[src/rtl/cordic_step_sequencer_pkg.sv]
// Shared CORDIC types and constants: rotation mode, FSM states and the
// hyperbolic repeat schedule (repeats at 4, 13, 40, ... with rep' = 3*rep+1).
package pa_AsyncCordic;

    localparam int RW        = 14;
    localparam int REP_FIRST = 4;
    localparam int REP_MUL   = 3;

    typedef enum logic {CIRC, HYPER} mode_e;

    typedef enum logic [1:0] {IDLE, RUN, DONE} state_e;

endpackage

[src/rtl/cordic_step_sequencer_if.sv]
// Control and step-handshake bundle between the CORDIC step sequencer
// and its datapath consumer.
interface cordic_step_sequencer_if
    import pa_AsyncCordic::*;
#(
    parameter int SHIFT_W = 5,
    parameter int IDX_W   = 4
);
    logic               start_i;
    mode_e              mode_i;
    logic               abort_i;
    logic               step_valid_o;
    logic               step_ready_i;
    logic [SHIFT_W-1:0] shift_o;
    logic [IDX_W-1:0]   step_idx_o;
    logic               repeat_o;
    logic               last_o;
    logic               busy_o;
    logic               done_o;

    modport slave (
        input  start_i, mode_i, abort_i, step_ready_i,
        output step_valid_o, shift_o, step_idx_o, repeat_o, last_o, busy_o, done_o
    );

    modport master (
        output start_i, mode_i, abort_i, step_ready_i,
        input  step_valid_o, shift_o, step_idx_o, repeat_o, last_o, busy_o, done_o
    );
endinterface

[src/rtl/cordic_shift_schedule.sv]
// Combinational next-step schedule: the shift amount, repeat register and
// repeat flag that follow the current step.
module cordic_shift_schedule
    import pa_AsyncCordic::*;
#(
    parameter int SHIFT_W = 5
) (
    input  mode_e              mode_i,
    input  logic [SHIFT_W-1:0] shift_i,
    input  logic [SHIFT_W+1:0] rep_i,
    input  logic               repeat_i,
    output logic [SHIFT_W-1:0] shift_o,
    output logic [SHIFT_W+1:0] rep_o,
    output logic               repeat_o
);

    // rep is compared at full width, so once it exceeds the largest reachable
    // shift no further repeats occur and 3*rep+1 can never wrap.
    always_comb begin
        shift_o  = shift_i + SHIFT_W'(1);
        rep_o    = rep_i;
        repeat_o = 1'b0;
        if (mode_i == HYPER && {2'b00, shift_i} == rep_i && !repeat_i) begin
            shift_o  = shift_i;
            repeat_o = 1'b1;
            rep_o    = (SHIFT_W+2)'(rep_i * (SHIFT_W+2)'(REP_MUL) + (SHIFT_W+2)'(1));
        end
    end

endmodule

[src/rtl/cordic_step_sequencer.sv]
// CORDIC iteration sequencer: presents one micro-rotation step per
// valid/ready handshake, with start/abort control and a done pulse.
module cordic_step_sequencer
    import pa_AsyncCordic::*;
#(
    parameter int ITERS   = RW + 2,
    parameter int SHIFT_W = $clog2(ITERS + 1),
    parameter int IDX_W   = $clog2(ITERS)
) (
    input  logic                    clk,
    input  logic                    arst,
    cordic_step_sequencer_if.slave  bus
);

    state_e             state_q, state_d;
    logic [SHIFT_W-1:0] shift_q, shift_d;
    logic [IDX_W-1:0]   idx_q, idx_d;
    logic [SHIFT_W+1:0] rep_q, rep_d;
    logic               repeat_q, repeat_d;
    mode_e              mode_q, mode_d;

    logic [SHIFT_W-1:0] nxtShift;
    logic [SHIFT_W+1:0] nxtRep;
    logic               nxtRepeat;
    logic               last;

    cordic_shift_schedule #(.SHIFT_W(SHIFT_W)) u_schedule (
        .mode_i   (mode_q),
        .shift_i  (shift_q),
        .rep_i    (rep_q),
        .repeat_i (repeat_q),
        .shift_o  (nxtShift),
        .rep_o    (nxtRep),
        .repeat_o (nxtRepeat)
    );

    assign last = (idx_q == IDX_W'(ITERS - 1));

    always_ff @(posedge clk or posedge arst) begin
        if (arst) begin
            state_q  <= IDLE;
            shift_q  <= '0;
            idx_q    <= '0;
            rep_q    <= (SHIFT_W+2)'(REP_FIRST);
            repeat_q <= 1'b0;
            mode_q   <= CIRC;
        end else begin
            state_q  <= state_d;
            shift_q  <= shift_d;
            idx_q    <= idx_d;
            rep_q    <= rep_d;
            repeat_q <= repeat_d;
            mode_q   <= mode_d;
        end
    end

    // Abort takes priority over both start in IDLE and any handshake in RUN.
    always_comb begin
        state_d  = state_q;
        shift_d  = shift_q;
        idx_d    = idx_q;
        rep_d    = rep_q;
        repeat_d = repeat_q;
        mode_d   = mode_q;
        unique case (state_q)
            IDLE: begin
                if (bus.start_i && !bus.abort_i) begin
                    state_d  = RUN;
                    shift_d  = (bus.mode_i == HYPER) ? SHIFT_W'(1) : '0;
                    idx_d    = '0;
                    rep_d    = (SHIFT_W+2)'(REP_FIRST);
                    repeat_d = 1'b0;
                    mode_d   = bus.mode_i;
                end
            end
            RUN: begin
                if (bus.abort_i) begin
                    state_d = IDLE;
                end else if (bus.step_ready_i) begin
                    if (last) begin
                        state_d = DONE;
                    end else begin
                        idx_d    = idx_q + IDX_W'(1);
                        shift_d  = nxtShift;
                        rep_d    = nxtRep;
                        repeat_d = nxtRepeat;
                    end
                end
            end
            DONE: state_d = IDLE;
            default: state_d = IDLE;
        endcase
    end

    assign bus.step_valid_o = (state_q == RUN);
    assign bus.busy_o       = (state_q == RUN) || (state_q == DONE);
    assign bus.done_o       = (state_q == DONE);
    assign bus.shift_o      = shift_q;
    assign bus.step_idx_o   = idx_q;
    assign bus.repeat_o     = repeat_q;
    assign bus.last_o       = last;

endmodule

[src/flat_wrapper.sv]
// flat-port wrapper written by rule: the top's interface ports become plain ports
module cordic_step_sequencer_flat import pa_AsyncCordic::*;
#(
    parameter int ITERS   = RW + 2,
    parameter int SHIFT_W = $clog2(ITERS + 1),
    parameter int IDX_W   = $clog2(ITERS)
)
  (clk, arst, bus_start_i, bus_mode_i, bus_abort_i, bus_step_ready_i, bus_step_valid_o, bus_shift_o, bus_step_idx_o, bus_repeat_o, bus_last_o, bus_busy_o, bus_done_o);
  cordic_step_sequencer_if #(.SHIFT_W(SHIFT_W), .IDX_W(IDX_W)) bus_i ();
  input  logic clk;
  input  logic arst;
  input wire logic [$bits(bus_i.start_i)-1:0] bus_start_i;
  input wire logic [$bits(bus_i.mode_i)-1:0] bus_mode_i;
  input wire logic [$bits(bus_i.abort_i)-1:0] bus_abort_i;
  input wire logic [$bits(bus_i.step_ready_i)-1:0] bus_step_ready_i;
  output wire logic [$bits(bus_i.step_valid_o)-1:0] bus_step_valid_o;
  output wire logic [$bits(bus_i.shift_o)-1:0] bus_shift_o;
  output wire logic [$bits(bus_i.step_idx_o)-1:0] bus_step_idx_o;
  output wire logic [$bits(bus_i.repeat_o)-1:0] bus_repeat_o;
  output wire logic [$bits(bus_i.last_o)-1:0] bus_last_o;
  output wire logic [$bits(bus_i.busy_o)-1:0] bus_busy_o;
  output wire logic [$bits(bus_i.done_o)-1:0] bus_done_o;
  assign bus_i.start_i = bus_start_i;
  assign bus_i.mode_i = bus_mode_i;
  assign bus_i.abort_i = bus_abort_i;
  assign bus_i.step_ready_i = bus_step_ready_i;
  assign bus_step_valid_o = bus_i.step_valid_o;
  assign bus_shift_o = bus_i.shift_o;
  assign bus_step_idx_o = bus_i.step_idx_o;
  assign bus_repeat_o = bus_i.repeat_o;
  assign bus_last_o = bus_i.last_o;
  assign bus_busy_o = bus_i.busy_o;
  assign bus_done_o = bus_i.done_o;
  cordic_step_sequencer #(.ITERS(ITERS), .SHIFT_W(SHIFT_W), .IDX_W(IDX_W)) u_core (.clk(clk), .arst(arst), .bus(bus_i));
endmodule
[config.mk]
export PLATFORM = sky130hd
export DESIGN_NAME = cordic_step_sequencer_flat
export DESIGN_NICKNAME = d
export VERILOG_FILES = /design/src/rtl/cordic_step_sequencer_pkg.sv /design/src/rtl/cordic_step_sequencer_if.sv /design/src/rtl/cordic_shift_schedule.sv /design/src/rtl/cordic_step_sequencer.sv /design/src/flat_wrapper.sv
export SDC_FILE = /design/constraint.sdc
export NUM_CORES = 1
export LEC_CHECK = 0
export ABC_AREA = 1
export CAP_MARGIN = 20
export CORE_MARGIN = 4
export CORE_UTILIZATION = 61
export CTS_BUF_LIST = sky130_fd_sc_hd__clkbuf_4 sky130_fd_sc_hd__clkbuf_8
export DETAILED_ROUTE_END_ITERATION = 12
export GPL_TIMING_DRIVEN = 1
export PLACE_DENSITY = 0.86
export SLEW_MARGIN = 20
export SYNTH_ARGS = -nofsm -noshare
export SYNTH_HDL_FRONTEND = slang
export SYNTH_SLANG_ARGS = --single-unit
[constraint.sdc]
create_clock -name clk -period 3 [get_ports clk]
set_clock_uncertainty 0.2 [all_clocks]
set_input_delay 0.75 -clock clk [delete_from_list [all_inputs] [get_ports clk]]
set_output_delay 0.75 -clock clk [all_outputs]
set_load 0.01 [all_outputs]
==> flow_metrics.env, run 1 <==
export IMPL_r2r_setup_slack_ps=1040
export IMPL_fp_dieH_um=58.3
export IMPL_syn_to_final_growth_pct=16.2
export IMPL_dr_wl_met3_um=122
export IMPL_hold_start="u_core.bus.shift_o[3]$_DFFE_PP0P_"
export IMPL_synthTopCellsByArea="dfrtp_1 (31%), nand2_1 (17%), ha_1 (8.9%), nand3_1 (5.8%), inv_1 (5.8%)"
export IMPL_maxSlewHeadroom=0.480
export IMPL_cts_buffers=3
export IMPL_cts_tree="done"
export IMPL_cts_root_buf="clkbuf_4"
export IMPL_leakagePower_nw=0.970
export IMPL_drtIter0Drc=66
export IMPL_wire_per_inst_um=13.1
export IMPL_outcome="complete, no violations"
export IMPL_rsz0062_at_grt="no"
export IMPL_setup_viol_count_final=0
export IMPL_hold_path_depth=2
export IMPL_start_util=0.671
export IMPL_placed_cells=258
export IMPL_cap_violations=0
export IMPL_drc=0
export IMPL_vdd_drop_max_uv=670
export IMPL_reg2reg_depth=9
export IMPL_synth_area_um2=1540
export IMPL_die_x_um=58.3
export IMPL_cts_resized=0
export IMPL_syn_num_nets=230
export IMPL_design_die_area_um2=3400
export IMPL_p_per_area_nw_per_um2=719
export IMPL_antenna_found_initial=0
export IMPL_cellInternalPower_w=0.000704
export IMPL_final_common_cell="nand2_1"
export IMPL_setup_worst_path_start_class="register"
export IMPL_avgSynthCellArea_um2=7.27
export IMPL_fin_tns_setup_ps=0
export IMPL_total_power_w=0.00129
export IMPL_synthArstFlopShare=1.00
export IMPL_clockBufferDepth=2
export IMPL_yosysTopAreaCell="dfrtp_1"
export IMPL_num_io_pins=20
export IMPL_finalCriticalPeriod_ps=2610
export IMPL_synthCells=212
export IMPL_post_cts_buffers=0
export IMPL_netlist_area_leader_share=0.308
export IMPL_seq_power_share=0.328
export IMPL_htree_levels=1
export IMPL_cts_sinks=20
export IMPL_grt_pass1_wl_um=6100
export IMPL_worst_slack_ps=391
export IMPL_drive_gt1_frac=0.115
export IMPL_diodes=0
export IMPL_critical_path_class="reg -> out"
export IMPL_highest_layer="met4"
export IMPL_critPathMaxFanout=5
export IMPL_viasPerCell=5.27
export IMPL_met1Wirelength_um=1560
export IMPL_seq_area_frac_synth=0.325
export IMPL_grt_max_degree=21
export IMPL_port_buffers=19
export IMPL_crit_required_ps=2050
export IMPL_cts_hold_buffers=0
export IMPL_hold_violations=0
export IMPL_gp_congestion=0.928
export IMPL_hp_class="reg -> reg"
export IMPL_layout_common_cells="nand2_1 (68), inv_1 (24), clkdlybuf4s50_1 (19), dfrtp_1 (19)"
export IMPL_cp_end_kind="output pin"
export IMPL_overflow=0
export IMPL_dr_pass1_iters=4
export IMPL_layout_cells_non_filler=262
export IMPL_fmax_ghz=0.383
export IMPL_clockPowerShare=0.123
export IMPL_synth_edff_count=0
export IMPL_p_switching_w=0.000585
export IMPL_std_cell_rows=17
export IMPL_wl_um=3440
export IMPL_wl_met2_um=1710
export IMPL_synth_seq_cells=20
export IMPL_num_vias=1382
export IMPL_coreArea_um2=2300
export IMPL_worst_pin_slew_ps=779
export IMPL_layout_nets=253
export IMPL_combinationalPowerShare=0.549
export IMPL_yosysWarnings=0
export IMPL_clk_pin_slew_ps=110
export IMPL_grt_pass1_vias=1404
export IMPL_yosys_most_used_dff="dfrtp_1"
export IMPL_fin_crit_sh=0.870
export IMPL_reg2reg_from="u_core.rep_q[2]$_DFFE_PP1P_"
export IMPL_r2r_end="u_core.rep_q[6]$_DFFE_PP0P_"
export IMPL_grt_use_total=0.232
export IMPL_clkLatencyLatePin_ps=300
export IMPL_drv_slew=0
export IMPL_pre_cts_ws_ps=614
export IMPL_whs_endpoint="u_core.bus.shift_o[3]$_DFFE_PP0P_"
export IMPL_synth_distinct_cells=30
export IMPL_drtAntennaViolNets=0
export IMPL_hpwl_um=2690
export IMPL_crit_arrival_ps=1660
export IMPL_swShare=0.454
state kept, by name (all words and copies together), names as in the netlist:
register	cells
u_core.rep_q	7
u_core.bus.shift_o	5
u_core.bus.step_idx_o	4
u_core.state_q	2
u_core.bus.repeat_o	1
u_core.mode_q	1
how the worst max path moves through the flow:
stage,startpoint,end,slack (ps),cells past startpoint
floorplan,u_core.bus.step_idx_o[0]$_DFFE_PP0P_,bus_last_o,1220,3
global placement,bus_abort_i,u_core.rep_q[0]$_DFFE_PP0P_,710,9
detailed placement,bus_abort_i,u_core.rep_q[0]$_DFFE_PP0P_,610,9
CTS,u_core.bus.step_idx_o[0]$_DFFE_PP0P_,bus_last_o,380,4
global route,u_core.bus.step_idx_o[1]$_DFFE_PP0P_,bus_last_o,300,4
finish,u_core.bus.step_idx_o[0]$_DFFE_PP0P_,bus_last_o,390,4
worst max-delay path, cell delays in order, from the launching register on:
cell	delay [ps]
dfrtp_1	440
ha_1	230
nand3_2	100
inv_1	60
clkdlybuf4s50_1	520
power groups by stage:
stage                     clock [W]  combinational (W)  sequential [W]
after global routing       0.000177           0.000795        0.000435
final                      0.000158           0.000708        0.000422
after global placement            0           0.000683        0.000421
after detailed placement          0           0.000711        0.000427
after floorplan                   0           0.000495        0.000421
after CTS                  0.000162           0.000713        0.000422
cells by family (layout without fill, tap and decap cells):
kind of cell | Yosys count | in the layout | synth area share
compound gates | 14 | 14 | 0.0528
xor+xnor | 7 | 7 | 0.0398
fa+ha+maj | 12 | 12 | 0.102
buf+inv | 32 | 54 | 0.0885
flops | 20 | 20 | 0.325
simple gates | 127 | 127 | 0.391
area by class of cell:
| cell class | instances | area (um^2) |
|---|---|---|
| Sequential cell | 20 | 502 |
| Tap cell | 28 | 35.0 |
| Fill cell | 167 | 505 |
| Timing Repair Buffer | 20 | 198 |
| Multi-Input combinational cell | 160 | 903 |
| Inverter | 30 | 118 |
| Clock buffer | 4 | 36.3 |
per-layer routing:
metal  track usage  vias up
met5             0        -
met4         0.106        0
met3        0.0334        4
met2         0.410       33
met1         0.274      635
li1              -      710
cell usage after synthesis, types with 2 or more instances:
cell / count
a21oi_1: 4
nand3_1: 18
inv_2: 5
o21ai_0: 5
nand3_2: 2
nand4_1: 6
nand2_1: 68
nor2_4: 2
xor2_1: 5
nor2_1: 18
nand2_4: 2
o31ai_1: 2
xnor2_1: 2
nand3b_1: 2
nand2_2: 5
ha_1: 11
dfrtp_1: 19
inv_1: 24
stage by stage:
step           hold WS [ps]   util  instance area (um^2)
3_3_place_gp            305  0.764                  1760
5_1_grt                 384  0.780                  1790
2_1_floorplan           281      -                  1540
3_5_place_dp            320  0.764                  1760
4_1_cts                 347  0.780                  1790
6_report                342  0.780                  1790
Power figures use the tool's default switching activity.
==> inputs of run 2 (changes only) <==
Settings changed: SETUP_SLACK_MARGIN set to 0.4.
==> flow_metrics.env, run 2 (synthesized netlist as in run 1, its figures left out) <==
export IMPL_clk_pin_slew_ps=110
export IMPL_wire_per_inst_um=13.3
export IMPL_htree_levels=1
export IMPL_worst_pin_slew_ps=777
export IMPL_setup_viol_count_final=0
export IMPL_layout_cells_non_filler=265
export IMPL_crit_arrival_ps=1580
export IMPL_num_io_pins=20
export IMPL_gp_congestion=0.928
export IMPL_reg2reg_from="u_core.rep_q[2]$_DFFE_PP1P_"
export IMPL_fin_tns_setup_ps=0
export IMPL_viasPerCell=5.29
export IMPL_max_stage_delay_ps=520
export IMPL_cts_root_buf="clkbuf_4"
export IMPL_cts_buffers=3
export IMPL_std_cell_rows=17
export IMPL_hold_violations=0
export IMPL_antenna_found_initial=0
export IMPL_fmax_ghz=0.395
export IMPL_critPathMaxFanout=3
export IMPL_final_common_cell="nand2_1"
export IMPL_p_per_area_nw_per_um2=725
export IMPL_drive_gt1_frac=0.131
export IMPL_hold_start="u_core.bus.shift_o[3]$_DFFE_PP0P_"
export IMPL_outcome="complete, no violations"
export IMPL_layout_nets=256
export IMPL_critPathTopFamily="buffers and inverters"
export IMPL_clkLatencyLatePin_ps=310
export IMPL_diodes=0
export IMPL_num_vias=1402
export IMPL_hp_class="reg -> reg"
export IMPL_grt_max_degree=21
export IMPL_grt_pass1_wl_um=6240
export IMPL_cts_tree="done"
export IMPL_cp_end_kind="output pin"
export IMPL_design_die_area_um2=3400
export IMPL_place_area_um2=1760
export IMPL_cp_num_buf_inv=2
export IMPL_setup_worst_path_start_class="register"
export IMPL_cts_hold_buffers=0
export IMPL_fp_dieH_um=58.3
export IMPL_cp_startpoint="u_core.bus.step_idx_o[1]$_DFFE_PP0P_"
export IMPL_cap_violations=0
export IMPL_coreArea_um2=2300
export IMPL_port_buffers=19
export IMPL_leakagePower_nw=0.983
export IMPL_drtIter0Drc=63
export IMPL_vdd_drop_max_uv=671
export IMPL_finalCriticalPeriod_ps=2530
export IMPL_top_register="u_core.rep_q"
export IMPL_slowest_stage="clkdlybuf4s50_1"
export IMPL_placed_cells=258
export IMPL_critical_path_class="reg -> out"
export IMPL_die_x_um=58.3
export IMPL_crit_required_ps=2050
export IMPL_dr_pass1_iters=4
export IMPL_clockBufferDepth=2
export IMPL_overflow=0
export IMPL_hpwl_um=2690
export IMPL_wl_um=3520
export IMPL_rsz0062_at_grt="no"
export IMPL_layout_common_cells="nand2_1 (68), inv_1 (24), clkdlybuf4s50_1 (19), dfrtp_1 (19)"
export IMPL_crit_chain="ha_2 -> nand3_2 -> inv_1 -> clkdlybuf4s50_1"
export IMPL_maxSlewHeadroom=0.482
export IMPL_start_util=0.671
export IMPL_syn_to_final_growth_pct=17.9
export IMPL_drtAntennaViolNets=0
export IMPL_fin_area_um2=1820
export IMPL_cts_sinks=20
export IMPL_grt_pass1_vias=1430
export IMPL_grt_use_total=0.236
export IMPL_drv_slew=0
export IMPL_drc=0
export IMPL_fin_crit_sh=0.844
export IMPL_largest_reg_flops=7
run 2: cell types whose count changed in the layout (fill, tap and decap cells not counted):
cell / previous run / this run
buf_4: 1 / 4
ha_2: 0 / 1
ha_1: 11 / 10
run 2: final timing paths:
path                                                        endpoint  cells after the start  slack (ps)
worst max-delay path                                      bus_last_o                      4         470
worst min-delay path               u_core.bus.shift_o[3]$_DFFE_PP0P_                      2         340
worst max register to register           u_core.rep_q[6]$_DFFE_PP0P_                      9        1040
worst min register to register     u_core.bus.shift_o[3]$_DFFE_PP0P_                      2         340
max in group asynchronous          u_core.bus.shift_o[1]$_DFFE_PP0P_                      2        1440
min in group asynchronous       u_core.bus.step_idx_o[1]$_DFFE_PP0P_                      2         680
run 2: final cells by class:
type | instances | area [um^2]
clock buffer | 4 | 36.3
fill | 161 | 480
inverter | 30 | 118
multi-input combinational | 160 | 906
sequential | 20 | 502
tap | 28 | 35.0
timing repair buffer | 23 | 220
run 2: what timing repair did:
action / in CTS / in global routing
gates resized for setup: 0 / 1
endpoints found under the setup margin: 1 / 1
pin swaps: 0 / 0
setup buffers: 2 / 1
run 2: worst register-to-register path, delay by kind of cell (launching register included):
kind                       cells  cell delay, ps
DFF                            1             630
and+or+nand+nor                6             440
adders and majority gates      1             310
AOI/OAI and AO/OA              1             220
buffers and inverters          1              50
run 2: power breakdown:
group	internal, W	switching [W]
registers	0.000338	0.0000762
clock network	0.0000741	0.0000846
logic	0.000312	0.000432
total	0.000724	0.000593
run 2: per-stage QoR:
stage               power [W]  setup slack (ps)  hold WS, ps   util
finish                0.00132               468          339  0.791
global route          0.00144               403          384  0.791
CTS                   0.00131               460          347  0.786
detailed placement    0.00114               614          320  0.764
global placement      0.00110               708          305  0.764
floorplan            0.000916              1220          281      -
run 2: layer usage:
layer,GRT usage,vias to the layer above,wire length [um]
met3,0.0334,6,112
met5,0,-,0
met2,0.415,29,1740
met4,0.109,0,68
li1,-,720,-
met1,0.282,647,1600
